<file path="src/rtl/lane_tick_scheduler_if.sv">
// lane_tick_scheduler_if
//   Run control, configuration-write handshake and tick outputs of the lane
//   tick scheduler. Clock and reset are not part of the bundle.
//   i_Run        : advance (1) / pause (0)
//   i_Cfg_Valid  : config write request, held until o_Cfg_Ready
//   o_Cfg_Ready  : write can be accepted this cycle
//   i_Cfg_Lane   : target lane 0..3
//   i_Cfg_Period : new period in base ticks, 0 disables the lane
//   o_Base_Tick  : one-cycle pulse per base period
//   o_Lane_Tick  : one-cycle pulse per lane on period expiry
//   o_Running    : scheduler is in RUN
interface lane_tick_scheduler_if #(
  parameter int PERIOD_W = 8
);
  logic                i_Run;
  logic                i_Cfg_Valid;
  logic                o_Cfg_Ready;
  logic [1:0]          i_Cfg_Lane;
  logic [PERIOD_W-1:0] i_Cfg_Period;
  logic                o_Base_Tick;
  logic [3:0]          o_Lane_Tick;
  logic                o_Running;

  modport slave (
    input  i_Run, i_Cfg_Valid, i_Cfg_Lane, i_Cfg_Period,
    output o_Cfg_Ready, o_Base_Tick, o_Lane_Tick, o_Running
  );

  modport master (
    output i_Run, i_Cfg_Valid, i_Cfg_Lane, i_Cfg_Period,
    input  o_Cfg_Ready, o_Base_Tick, o_Lane_Tick, o_Running
  );
endinterface

</file>
<file path="src/rtl/lane_tick_scheduler.sv">
// lane_tick_scheduler
//   Prescaler producing a base tick every BASE_DIV cycles, plus four lanes
//   that each emit a tick every <period> base ticks. Configuration writes go
//   through a one-cycle APPLY state that commits the period to one lane.
//   i_Clk : clock, all logic on posedge
//   i_Rst : asynchronous active-high reset
//   bus   : lane_tick_scheduler_if.slave (run, config handshake, ticks)

// One lane: period register and down-counter stepped by the base tick.
module lts_lane #(
  parameter int PERIOD_W = 8
) (
  input  logic                i_Clk,
  input  logic                i_Rst,
  input  logic                i_base_tick,
  input  logic                i_commit,
  input  logic [PERIOD_W-1:0] i_new_period,
  output logic                o_tick
);
  logic [PERIOD_W-1:0] period_q, period_d;
  logic [PERIOD_W-1:0] cnt_q, cnt_d;

  // A disabled lane keeps its counter at 0, so it can never hit 1.
  assign o_tick = i_base_tick && (period_q != '0) && (cnt_q == PERIOD_W'(1));

  always_comb begin
    period_d = period_q;
    cnt_d    = cnt_q;
    if (i_base_tick && (period_q != '0))
      cnt_d = (cnt_q == PERIOD_W'(1)) ? period_q : cnt_q - PERIOD_W'(1);
    // A commit always restarts the count from the new period; if the lane
    // expired this same cycle its tick above has already been emitted.
    if (i_commit) begin
      period_d = i_new_period;
      cnt_d    = i_new_period;
    end
  end

  always_ff @(posedge i_Clk or posedge i_Rst) begin
    if (i_Rst) begin
      period_q <= '0;
      cnt_q    <= '0;
    end else begin
      period_q <= period_d;
      cnt_q    <= cnt_d;
    end
  end
endmodule

module lane_tick_scheduler #(
  parameter int BASE_DIV = 250000,
  parameter int PERIOD_W = 8
) (
  input  logic                  i_Clk,
  input  logic                  i_Rst,
  lane_tick_scheduler_if.slave  bus
);
  localparam int NUM_LANES = 4;
  localparam int PRESC_W   = (BASE_DIV > 1) ? $clog2(BASE_DIV) : 1;

  typedef enum logic [1:0] {S_IDLE, S_RUN, S_PAUSE, S_APPLY} state_t;

  state_t              state_q, state_d;
  state_t              ret_q, ret_d;      // state to return to after APPLY
  logic [1:0]          lane_q, lane_d;    // latched write target
  logic [PERIOD_W-1:0] per_q, per_d;      // latched write period
  logic [PRESC_W-1:0]  presc_q, presc_d;

  logic                 cfg_ready;
  logic                 accept;
  logic                 advance;
  logic                 base_tick;
  logic [NUM_LANES-1:0] lane_commit;
  logic [NUM_LANES-1:0] lane_tick;

  assign cfg_ready = (state_q != S_APPLY);
  assign accept    = bus.i_Cfg_Valid && cfg_ready;
  // Time only moves in RUN, or in an APPLY cycle that interrupted RUN.
  assign advance   = (state_q == S_RUN) || ((state_q == S_APPLY) && (ret_q == S_RUN));
  assign base_tick = advance && (presc_q == PRESC_W'(BASE_DIV - 1));

  always_comb begin
    state_d = state_q;
    ret_d   = ret_q;
    lane_d  = lane_q;
    per_d   = per_q;
    presc_d = presc_q;

    if (advance)
      presc_d = base_tick ? '0 : presc_q + PRESC_W'(1);

    if (accept) begin
      state_d = S_APPLY;
      ret_d   = state_q;
      lane_d  = bus.i_Cfg_Lane;
      per_d   = bus.i_Cfg_Period;
    end else begin
      case (state_q)
        S_IDLE:  if (bus.i_Run)  state_d = S_RUN;
        S_RUN:   if (!bus.i_Run) state_d = S_PAUSE;
        S_PAUSE: if (bus.i_Run)  state_d = S_RUN;
        S_APPLY: state_d = ret_q;
        default: state_d = S_IDLE;
      endcase
    end
  end

  always_ff @(posedge i_Clk or posedge i_Rst) begin
    if (i_Rst) begin
      state_q <= S_IDLE;
      ret_q   <= S_IDLE;
      lane_q  <= '0;
      per_q   <= '0;
      presc_q <= '0;
    end else begin
      state_q <= state_d;
      ret_q   <= ret_d;
      lane_q  <= lane_d;
      per_q   <= per_d;
      presc_q <= presc_d;
    end
  end

  for (genvar g = 0; g < NUM_LANES; g++) begin : g_lane
    assign lane_commit[g] = (state_q == S_APPLY) && (lane_q == 2'(g));

    lts_lane #(.PERIOD_W(PERIOD_W)) u_lane (
      .i_Clk        (i_Clk),
      .i_Rst        (i_Rst),
      .i_base_tick  (base_tick),
      .i_commit     (lane_commit[g]),
      .i_new_period (per_q),
      .o_tick       (lane_tick[g])
    );
  end

  assign bus.o_Cfg_Ready = cfg_ready;
  assign bus.o_Base_Tick = base_tick;
  assign bus.o_Lane_Tick = lane_tick;
  assign bus.o_Running   = (state_q == S_RUN);
endmodule

</file>
<file path="src/flat_wrapper.sv">
// flat-port wrapper written by rule: the top's interface ports become plain ports
module lane_tick_scheduler_flat 
#(
  parameter int BASE_DIV = 250000,
  parameter int PERIOD_W = 8
)
  (i_Clk, i_Rst, bus_i_Run, bus_i_Cfg_Valid, bus_i_Cfg_Lane, bus_i_Cfg_Period, bus_o_Cfg_Ready, bus_o_Base_Tick, bus_o_Lane_Tick, bus_o_Running);
  lane_tick_scheduler_if #(.PERIOD_W(PERIOD_W)) bus_i ();
  input  logic i_Clk;
  input  logic i_Rst;
  input wire logic [$bits(bus_i.i_Run)-1:0] bus_i_Run;
  input wire logic [$bits(bus_i.i_Cfg_Valid)-1:0] bus_i_Cfg_Valid;
  input wire logic [$bits(bus_i.i_Cfg_Lane)-1:0] bus_i_Cfg_Lane;
  input wire logic [$bits(bus_i.i_Cfg_Period)-1:0] bus_i_Cfg_Period;
  output wire logic [$bits(bus_i.o_Cfg_Ready)-1:0] bus_o_Cfg_Ready;
  output wire logic [$bits(bus_i.o_Base_Tick)-1:0] bus_o_Base_Tick;
  output wire logic [$bits(bus_i.o_Lane_Tick)-1:0] bus_o_Lane_Tick;
  output wire logic [$bits(bus_i.o_Running)-1:0] bus_o_Running;
  assign bus_i.i_Run = bus_i_Run;
  assign bus_i.i_Cfg_Valid = bus_i_Cfg_Valid;
  assign bus_i.i_Cfg_Lane = bus_i_Cfg_Lane;
  assign bus_i.i_Cfg_Period = bus_i_Cfg_Period;
  assign bus_o_Cfg_Ready = bus_i.o_Cfg_Ready;
  assign bus_o_Base_Tick = bus_i.o_Base_Tick;
  assign bus_o_Lane_Tick = bus_i.o_Lane_Tick;
  assign bus_o_Running = bus_i.o_Running;
  lane_tick_scheduler #(.BASE_DIV(BASE_DIV), .PERIOD_W(PERIOD_W)) u_core (.i_Clk(i_Clk), .i_Rst(i_Rst), .bus(bus_i));
endmodule
</file>
<file path="config.mk">
export PLATFORM = sky130hd
export DESIGN_NAME = lane_tick_scheduler_flat
export DESIGN_NICKNAME = d
export VERILOG_FILES = /design/src/rtl/lane_tick_scheduler_if.sv /design/src/rtl/lane_tick_scheduler.sv /design/src/flat_wrapper.sv
export SDC_FILE = /design/constraint.sdc
export NUM_CORES = 1
export LEC_CHECK = 0
export ABC_AREA = 1
export BUFFER_PORTS_ARGS = -buffer_cell sky130_fd_sc_hd__buf_2
export CORE_MARGIN = 1.5
export CORE_UTILIZATION = 64
export CTS_BUF_LIST = sky130_fd_sc_hd__clkbuf_4
export DETAILED_ROUTE_END_ITERATION = 7
export PLACE_DENSITY_LB_ADDON = 0.08
export SLEW_MARGIN = 25
export SYNTH_ARGS = -nofsm -noshare
export SYNTH_HDL_FRONTEND = slang
export SYNTH_HIERARCHICAL = 1
export SYNTH_SLANG_ARGS = --single-unit
</file>
<file path="constraint.sdc">
create_clock -name i_Clk -period 1.9 [get_ports i_Clk]
set_input_delay 0.19 -clock i_Clk [delete_from_list [all_inputs] [get_ports i_Clk]]
set_output_delay 0.19 -clock i_Clk [all_outputs]
set_load 0.05 [all_outputs]
</file>
# == Word level (Yosys, flattened, before mapping) ==
# Index checks and enable logic that the tools add are counted.
# word_totals
wordCells,78
rom_bits,0
out_inout_bits,7
latch_bits,0
ff_bits,96
memories,0
ram_bits,0
# classes
div_mod_pow,0
add_sub_neg,5
n_shift,0
mul,0
n_bitwise,0
eq_ne,15
n_lt_le_gt_ge,0
reduce_logical,28
n_mux,17
# op_table
operator,count
8-bit two-way mux,12
"8-bit by 1-bit == test with 1-bit output, second input constant",4
8-bit nonzero test,4
"8-bit by 1-bit subtractor with 8-bit output, second input constant",4
"18-bit by 1-bit adder with 18-bit output, second input constant",1
"18-bit == test, second input constant",1
18-bit two-way mux,1
1-bit logical AND,15
"2-bit == test, second input constant",4
2-bit nonzero test,4
"2-bit by 1-bit == test with 1-bit output, second input constant",3
2-bit two-way mux,3
2-bit one-hot mux with 3 select lines,1
2-bit logical NOT,2
"3-bit by 1-bit != test with 1-bit output, second input constant",1
"3-bit by 2-bit != test with 1-bit output, second input constant",1
"2-bit != test, second input constant",1
2-bit AND reduction,1
2-bit OR reduction,1
1-bit logical OR,1

# == Longest topological paths before layout ==
# Gate-level depths: netlist (run 1).
# logic_depth
ltp_word,7
depth_mapped,10
ltp_nobuf,10

# == By module ==
# Netlist (run 1), hierarchy kept.
# modules_own_cells
mod,seq_area_each_um2,area_each_um2,cells_each,n_inst
lts_lane,400.4,1021.0,143,4
lane_tick_scheduler,800.8,1637.8,216,1

# == Worst setup path after synthesis (run 1) ==
# OpenSTA, ideal clock, no wires.
# synth_path
path_type,register to output
from,register u_core.presc_q[0]
to,output port bus_o_Lane_Tick[0]
required_time_ns,1.710
arrival_time_ns,2.343
path_buffers,0
slack_ns,-0.633
path_stages_with_launch,8
path_cell_list,dfrtp_1 ha_1 nand2_1 nor2_1 nand2_1 nor2_2 o21ai_2 nor2_1
# synth_via
elab_chain_len,4
# synth_lines
item,line_no,text
"start, declared",lane_tick_scheduler.sv:67,"logic [PRESC_W-1:0] presc_q, presc_d;"
"start signal, assigned",lane_tick_scheduler.sv:120,presc_q <= presc_d;
18-bit == test,lane_tick_scheduler.sv:80,assign base_tick = advance && (presc_q == PRESC_W'(BASE_DIV - 1));
1-bit logical AND,lane_tick_scheduler.sv:80,
via bus_o_Base_Tick,flat_wrapper.sv:16,output wire logic [$bits(bus_i.o_Base_Tick)-1:0] bus_o_Base_Tick;
1-bit logical AND (2 in a row),lane_tick_scheduler.sv:24,assign o_tick = i_base_tick && (period_q != '0) && (cnt_q == PERIOD_W'(1));
"end, declared",flat_wrapper.sv:17,output wire logic [$bits(bus_i.o_Lane_Tick)-1:0] bus_o_Lane_Tick;
# The timed path passes the listed nets, and every way through them passes these cells.

# == Worst setup path in the final report (run 1) ==
# layout_path
from,register u_core.presc_q[10]
to,output port bus_o_Lane_Tick[3]
# layout_via
elab_chain_len,4
# layout_lines
item,line_no
18-bit == test,lane_tick_scheduler.sv:80
1-bit logical AND,lane_tick_scheduler.sv:80
1-bit logical AND (2 in a row),lane_tick_scheduler.sv:24
# No other way between the ends.

==> impl_metrics.csv, run 1 <==
group,metric,value,unit
route,dr.pass1.iters,5,
cells_and_area,diodes,0,
global_route,grt_max_degree,23,
route,wl,13700,µm
timing,setup_slack,-0.228,ns
timing,slew_viol_final,0,
clock_network,cts_made_buffers,9,
placement,portBuffers,20,
timing,timing.fmax,0.470,GHz
logic_synthesis,yosysSeqAreaShare,42.0,%
route,vias_per_cell,5.50,
timing,timing.final.crit_share,112,%
setup_path,cp.required,1.71,ns
logic_synthesis,synth_common_cells,"nand2_1 (256), nor2_1 (104), dfrtp_1 (96)",
cells_and_area,drive_gt1_share,17.4,%
logic_synthesis,synth_cell_types,31,
placement,dp_slack,0.00635,ns
global_route,track_usage,29.6,%
logic_synthesis,netlist_area,5720,µm²
logic_synthesis,synth_async_sr_flop_share,100,%
timing,finClkSkew,0.0242,ns
die,rows,34,
cells_and_area,stdcell_count,971,
global_route,grt_pass1_vias,5034,
setup_path,setup.worst_path.start_class,"flip-flop",
clock_network,insertion_delay,0.45,ns
status,violations,"setup timing",
pwr,p_per_area,1470,nW/µm²
route,drc,0,
status,status,"finished, violations left",
logic_synthesis,syn_nets,811,
die,core,8680,µm²
die,fp.dieH,97.6,µm
pwr,max-vdd-ir-drop,913,µV
timing,finalHoldViolations,0,
setup_path,path_max_fanout,6,
clock_network,path_clk_slew,0.15,ns
die,io_pins,21,
logic_synthesis,yosys_warnings,6,
clock_network,cts-root-buf,"clkbuf_4",
logic_synthesis,yosysTopAreaCell,"dfrtp_1",
pwr,p_leak,3.49,nW
clock_network,clock_path_buffers,2,
route,top_layer_used,"met4",
placement,dp_hpwl,9490,µm
logic_synthesis,synth_area_leaders,"dfrtp_1 (42%), nand2_1 (17%), nor2_1 (6.8%)",
placement,place_inst,923,
clock_network,clock_sinks,96,
route,drt-met1-wl,6070,µm
global_route,grt_antenna_before_repair,0,
timing,setup_viol,5,
job,max-cap-violations,0,
global_route,overflow,0,
setup_path,critPathCaptureType,"primary output",
logic_synthesis,synth_most_common_cell,"nand2_1",
die,die_w,97.6,µm
logic_synthesis,syn_inst,788,
timing,fin_crit,2.13,ns
cells_and_area,finish.net_count,881,
logic_synthesis,avgSynthCellArea,7.26,µm²
route,wl_met2,6720,µm
clock_network,cts_tree,"done",
timing,relSlewSlack,57.2,%
route,drt_iter0_drc,323,
timing,tightest_slew,0.641,ns
setup_path,crit_arrival,1.94,ns
worst_hold_path,hold_path_class,"in -> reg",
die,die-area,9520,µm²
logic_synthesis,synth_edf_count,0,
cells_and_area,area_growth,17.1,%
logic_synthesis,synth.top_cell.area_share,42.0,%
timing,rsz0062_at_grt,"true",
logic_synthesis,synth_ff_type,"dfrtp_1",
placement,gp_congestion,0.856,
clock_network,h-tree-depth,3,
global_route,grt_pass1_wl,23000,µm
route,post_drt_wl_per_cell,14.1,µm
route,vias,5344,
setup_path,worstSetupPathType,"reg -> out",
route,drtAntennaViolNets,0,
route,wl_met3,599,µm
logic_synthesis,ys_ff_latch,96,
cells_and_area,fillers,620,
die,start_util,65.9,%
[where the power goes]
group / internal, mW / switching [mW] / total, mW
Sequential: 2.84 / 0.902 / 3.75
Clock: 0.696 / 0.684 / 1.38
Combinational: 1.72 / 3.02 / 4.74
[through the flow]
step | hold slack (ns) | utilization (%) | setup TNS, ns | power, mW | cell area, µm²
final | 0.0906 | 77.2 | -0.928 | 9.87 | 6700
after global placement | 0.266 | 70.2 | 0 | 7.91 | 6100
after global routing | 0.0985 | 77.2 | -1.58 | 10.7 | 6700
after floorplan | 0.104 | - | -0.388 | 7.03 | 5760
after CTS | 0.0771 | 76.1 | -0.894 | 9.62 | 6610
after detailed placement | 0.281 | 70.2 | 0 | 8.11 | 6100
[area by class of cell]
type                            instances  area, µm²  share of cell area (%)
Timing Repair Buffer                   69        556                    8.29
Clock buffer                           11       82.6                    1.23
Multi-Input combinational cell        580       3030                    45.1
Tap cell                              108        135                    2.02
Clock inverter                          5        105                    1.57
Sequential cell                        96       2400                    35.8
Inverter                              102        397                    5.92
[worst max-delay path: stages (launching register included)]
cell,delay [ns]
dfrtp_1,0.43
inv_2,0.06
nand4_1,0.13
nor2_2,0.17
nand2_2,0.09
nor2_4,0.11
buf_12,0.15
o21ai_4,0.07
nor2_4,0.12
buf_6,0.16
[state kept, by name, indices dropped and copies added (netlist names)]
| register | flops |
|---|---|
| u_core/ret_q | 2 |
| u_core/presc_q | 18 |
| u_core/per_q | 8 |
| u_core/state_q | 2 |
| u_core/lane_q | 2 |
| u_core/g_lane.u_lane/cnt_q | 32 |
| u_core/g_lane.u_lane/period_q | 32 |
[repair_timing]
action                     in CTS  in global routing
setup endpoints to repair      17                 36
gates cloned                    0                  1
gates resized for setup        23                 17
hold endpoints to repair       84                  0
pin swaps                       6                  5
buffers inserted               16                  5
hold buffers                   11                  0
[path summary, 6_finish.rpt]
check	start	endpoint	slack, ns	cells past startpoint
hold reg to reg	u_core/ret_q[1]	u_core/ret_q[1]	0.53	2
min in group asynchronous	i_Rst	u_core/lane_q[1]	0.34	3
setup / recovery	u_core/presc_q[10]	bus_o_Lane_Tick[3]	-0.23	9
setup reg to reg	u_core/presc_q[10]	u_core/g_lane[3].u_lane/cnt_q[6]	0.09	10
hold / removal	bus_i_Run	u_core/state_q[0]	0.09	3
max in group asynchronous	i_Rst	u_core/g_lane[0].u_lane/cnt_q[0]	1.06	3
[routing by layer]
metal  up-vias  track usage (%)
met5         -                0
met4         0             11.8
met3        32             3.67
met2       160             49.0
met1      2529             39.9
li1       2623                -
[layout by cell type (no fill, tap or decap), drive strengths merged, types with 3 or more instances in the layout]
cell type	Yosys	final
ha	9	9
bufinv	0	3
xor2	6	6
inv	98	100
nand3	49	49
nand3b	4	4
nand2	267	268
a21oi	38	38
o21ai	50	50
clkbuf	8	11
dfrtp	96	96
buf	3	58
nor3	8	8
clkinvlp	0	3
dlygate4sd3	0	11
a21boi	8	8
xnor2	7	7
nand4	13	13
nor2	117	117
[kinds of logic after synthesis]
kind of cell / after synthesis / share of synthesized area (%)
simple gates: 459 / 36.2
buf+inv: 113 / 7.81
compound gates: 98 / 10.1
flops: 96 / 42.0
xor+xnor: 13 / 1.99
fa+ha+maj: 9 / 1.97
No activity file was read; power rests on OpenSTA's default activity.
==> inputs of run 2 (changes only) <==
- SETUP_SLACK_MARGIN: not set -> 0.15
==> impl_metrics.csv, run 2 (same netlist as run 1, synthesis figures left out) <==
group,metric,value,unit
timing,finalSetupTns,-1.08,ns
clock_network,cts-root-buf,"clkbuf_4",
timing,setup_viol,10,
placement,gp_congestion,0.887,
timing,relSlewSlack,58.2,%
cells_and_area,stdcell_count,980,
setup_path,cp.required,1.71,ns
route,dr.pass1.iters,5,
die,rows,34,
route,drc,0,
die,core,8680,µm²
worst_hold_path,hold_path_end,"u_core/state_q[0]",
route,wl,14000,µm
global_route,grt_max_degree,33,
clock_network,h-tree-depth,3,
cells_and_area,drive_gt1_share,22.4,%
cells_and_area,multiInputGateArea,3200,µm²
clock_network,clock_sinks,96,
clock_network,insertion_delay,0.42,ns
placement,dp_slack,0.117,ns
die,fp.dieH,97.6,µm
timing,tightest_slew,0.626,ns
cells_and_area,fillers,619,
setup_path,critPathCaptureType,"primary output",
die,io_pins,21,
pwr,max-vdd-ir-drop,832,µV
pwr,p_leak,3.57,nW
pwr,power_switching,4.68,mW
clock_network,cts_made_buffers,9,
clock_network,clock_path_buffers,2,
route,drt_iter0_drc,347,
global_route,grt_pass1_wl,22800,µm
setup_path,r2r_slack,-0.05,ns
pwr,p_int,4.99,mW
setup_path,setup.worst_path.start_class,"flip-flop",
cells_and_area,finish.net_count,891,
timing,timing.final.crit_share,111,%
worst_hold_path,hold_path_class,"in -> reg",
cells_and_area,area_growth,20.9,%
pwr,power_frac_comb,51.7,%
placement,portBuffers,20,
timing,slew_viol_final,0,
job,max-cap-violations,0,
timing,timing.fmax,0.473,GHz
pwr,power,9.67,mW
setup_path,r2r-end,"u_core/presc_q[16]",
timing,finClkSkew,0.0136,ns
route,post_drt_wl_per_cell,14.3,µm
cells_and_area,final_cell_mix,"nand2_1 (236), dfrtp_1 (96), nor2_1 (90), inv_1 (87), o21ai_0 (46)",
die,start_util,65.9,%
cells_and_area,fin_util,79.7,%
die,die_w,97.6,µm
cells_and_area,final_common_cell,"nand2_1",
route,vias_per_cell,5.49,
cells_and_area,largest_registers,"u_core/g_lane.u_lane/cnt_q: 32 flops, u_core/g_lane.u_lane/period_q: 32 flops, u_core/presc_q: 18 flops",
timing,fin_crit,2.11,ns
die,die-area,9520,µm²
setup_path,path_max_fanout,4,
cells_and_area,regArea,2400,µm²
worst_hold_path,min_path_cells,3,
worst_hold_path,hp-start,"bus_i_Run",
clock_network,path_clk_slew,0.13,ns
status,status,"finished, violations left",
global_route,grt_antenna_before_repair,0,
timing,rsz0062_at_grt,"true",
global_route,track_usage,29.3,%
placement,dp_hpwl,9370,µm
pwr,p_per_area,1400,nW/µm²
setup_path,r2r_start,"u_core/presc_q[0]",
route,vias,5376,
cells_and_area,diodes,0,
pwr,switching_share,48.4,%
setup_path,reg2reg_depth,16,
setup_path,worstSetupPathType,"reg -> out",
timing,finalHoldViolations,0,
global_route,overflow,0,
pwr,clock_power_share,9.3,%
global_route,grt_pass1_vias,5107,
pwr,p_seq_share,39.0,%
route,drtAntennaViolNets,0,
timing,setup_slack,-0.213,ns
setup_path,crit_arrival,1.92,ns
placement,place_inst,926,
clock_network,cts_tree,"done",
status,violations,"setup timing",
run 2: per-layer routing:
metal  track usage (%)  share of wire, %
met5                 0                 0
met2              49.4                50
met4              10.4               1.6
met1              39.6                44
met3              2.88               4.4
run 2: cell type report:
class                           instances  area share (%)
Clock buffer                           10            1.09
Clock inverter                          5           0.362
Inverter                              102            5.88
Multi-Input combinational cell        581            46.2
Sequential cell                        96            34.7
Tap cell                              108            1.95
Timing Repair Buffer                   78            9.75
run 2: power by group through the flow:
stage	clock network (mW)	registers (mW)	logic, mW
after global placement	0	3.73	4.17
after global routing	1.01	3.87	5.65
after detailed placement	0	3.76	4.31
final	0.903	3.77	5.00
after floorplan	0	3.50	3.53
after CTS	0.925	3.71	4.52
run 2: worst max-delay path: stages (launching register included):
cell     delay (ns)
dfrtp_1        0.38
ha_2           0.20
nand2_2        0.08
nor2_4         0.13
nand2_2        0.09
nor2_4         0.15
buf_6          0.14
o21ai_4        0.09
nor2_4         0.10
buf_8          0.15
run 2: repair_timing:
item,CTS,global route
endpoints found under the hold margin,106,0
gates cloned,0,2
hold buffers,11,0
setup endpoints to repair,30,42
buffers inserted,16,10
gates resized for setup,44,64
pin swaps,12,20
run 2: how the worst max path moves through the flow:
| stage | startpoint | end | slack (ns) |
|---|---|---|---|
| floorplan | u_core/presc_q[8] | bus_o_Lane_Tick[0] | -0.03 |
| global placement | u_core/presc_q[0] | bus_o_Lane_Tick[2] | 0.15 |
| detailed placement | u_core/presc_q[0] | u_core/g_lane[1].u_lane/cnt_q[2] | 0.12 |
| CTS | u_core/presc_q[1] | bus_o_Lane_Tick[2] | -0.17 |
| global route | u_core/presc_q[0] | bus_o_Lane_Tick[2] | -0.29 |
| finish | u_core/presc_q[0] | bus_o_Lane_Tick[3] | -0.21 |
run 2: metrics by stage:
stage / instance area, µm² / hold slack, ns
2_1_floorplan: 5760 / 0.104
5_1_grt: 6920 / 0.101
4_1_cts: 6610 / 0.103
3_3_place_gp: 6110 / 0.342
3_5_place_dp: 6110 / 0.349
6_report: 6920 / 0.127
==> inputs of run 3 (changes only) <==
- SKIP_LAST_GASP: not set -> 1
==> impl_metrics.csv, run 3 (same netlist as run 1, synthesis figures left out) <==
group,metric,value,unit
setup_path,setup.worst_path.start_class,"flip-flop",
timing,rsz0062_at_grt,"true",
cells_and_area,diodes,0,
route,wl,13800,µm
route,vias,5356,
setup_path,crit_arrival,1.94,ns
placement,portBuffers,20,
route,dr.pass1.iters,6,
status,status,"finished, violations left",
clock_network,clock_path_buffers,2,
route,vias_per_cell,5.47,
placement,place_inst,926,
die,rows,34,
cells_and_area,finish.net_count,891,
status,violations,"setup timing",
setup_path,cp.required,1.71,ns
clock_network,cts_tree,"done",
timing,setup_slack,-0.225,ns
clock_network,h-tree-depth,3,
pwr,p_per_area,1390,nW/µm²
clock_network,cts-root-buf,"clkbuf_4",
cells_and_area,final_cell_mix,"nand2_1 (244), dfrtp_1 (96), nor2_1 (91), inv_1 (87), o21ai_0 (46)",
global_route,overflow,0,
placement,dp_slack,0.117,ns
timing,hold_slack,0.121,ns
die,fp.dieH,97.6,µm
timing,finClkSkew,0.0139,ns
timing,timing.fmax,0.471,GHz
clock_network,insertion_delay,0.43,ns
cells_and_area,fillers,619,
die,die_w,97.6,µm
die,die-area,9520,µm²
pwr,max-vdd-ir-drop,827,µV
setup_path,path_max_fanout,4,
setup_path,critPathCaptureType,"primary output",
cells_and_area,final_common_cell,"nand2_1",
global_route,grt_pass1_wl,22500,µm
placement,gp_congestion,0.887,
timing,timing.final.crit_share,112,%
route,drc,0,
clock_network,cts_made_buffers,9,
timing,relSlewSlack,58.1,%
global_route,grt_antenna_before_repair,0,
timing,setup_viol,8,
setup_path,worstSetupPathType,"reg -> out",
worst_hold_path,hold_path_class,"in -> reg",
placement,dp_hpwl,9370,µm
timing,finalHoldViolations,0,
timing,tightest_slew,0.628,ns
cells_and_area,drive_gt1_share,21.6,%
timing,slew_viol_final,0,
die,io_pins,21,
cells_and_area,largest_registers,"u_core/g_lane.u_lane/cnt_q: 32 flops, u_core/g_lane.u_lane/period_q: 32 flops, u_core/presc_q: 18 flops",
cells_and_area,area_growth,20.0,%
die,start_util,65.9,%
global_route,grt_max_degree,33,
pwr,p_leak,3.54,nW
cells_and_area,stdcell_count,980,
global_route,grt_pass1_vias,5058,
timing,fin_crit,2.13,ns
die,core,8680,µm²
clock_network,clock_sinks,96,
job,max-cap-violations,0,
global_route,track_usage,28.8,%
clock_network,path_clk_slew,0.14,ns
route,drt_iter0_drc,338,
route,drtAntennaViolNets,0,
route,post_drt_wl_per_cell,14.1,µm
## run 3: cell counts in the layout (fill, tap and decap cells not counted)
Identical to the previous run, type by type.
## run 3: stage by stage
step	utilization (%)	total power [mW]	instance area [µm²]	TNS, ns
after floorplan	-	7.03	5760	-0.384
after global placement	70.4	7.89	6110	0
after detailed placement	70.4	8.07	6110	0
after CTS	75.3	9.12	6540	-0.702
after global routing	79.1	10.4	6860	-1.95
final	79.1	9.54	6860	-1.19
## run 3: final cells by class
class / instances / area, µm² / share of cell area [%]
clock inverters: 5 / 25.0 / 0.365
flip-flops and latches: 96 / 2400 / 35.0
well taps: 108 / 135 / 1.97
multi-input cells: 581 / 3170 / 46.2
clock buffers: 10 / 75.1 / 1.09
inverters: 102 / 404 / 5.89
repair buffers: 78 / 654 / 9.53
## run 3: final timing paths
kind / from / to / slack [ns] / cells after the start
worst min-delay path: bus_i_Run / u_core/state_q[0] / 0.12 / 3
worst min register to register: u_core/g_lane[1].u_lane/cnt_q[1] / u_core/g_lane[1].u_lane/cnt_q[1] / 0.52 / 2
worst max register to register: u_core/presc_q[0] / u_core/presc_q[14] / -0.09 / 16
min in group asynchronous: i_Rst / u_core/g_lane[2].u_lane/cnt_q[6] / 0.43 / 3
worst max-delay path: u_core/presc_q[6] / bus_o_Lane_Tick[3] / -0.23 / 9
max in group asynchronous: i_Rst / u_core/g_lane[3].u_lane/period_q[1] / 1.05 / 3
## run 3: critical path, cell delays in order (launching register included)
cell and delay, ns:
dfrtp_1 0.42, inv_2 0.06, nand2_1 0.06, nor3b_2 0.23, nand2_2 0.11, nor2_4 0.16, buf_6 0.15, o21ai_4 0.08
nor2_4 0.09, buf_8 0.15
## run 3: metal layers
layer / vias up / share of wire (%) / GRT usage (%)
li1: 2640 / - / -
met1: 2518 / 44 / 39.1
met2: 164 / 50 / 48.7
met3: 34 / 4.4 / 2.88
met4: 0 / 2.1 / 9.56
met5: - / 0 / 0
## run 3: power breakdown
part	internal (mW)	total (mW)	switching, mW
Clock	0.265	0.907	0.641
Sequential	2.85	3.76	0.911
Combinational	1.82	4.88	3.05
Total	4.93	9.54	4.60
## run 3: timing repair
item | 4_1_cts | 5_1_grt
hold buffers | 11 | 0
cloned | 0 | 2
endpoints found under the setup margin | 30 | 42
buffers inserted | 16 | 10
pin swaps | 4 | 16
hold endpoints to repair | 106 | 0
gates resized for setup | 27 | 70
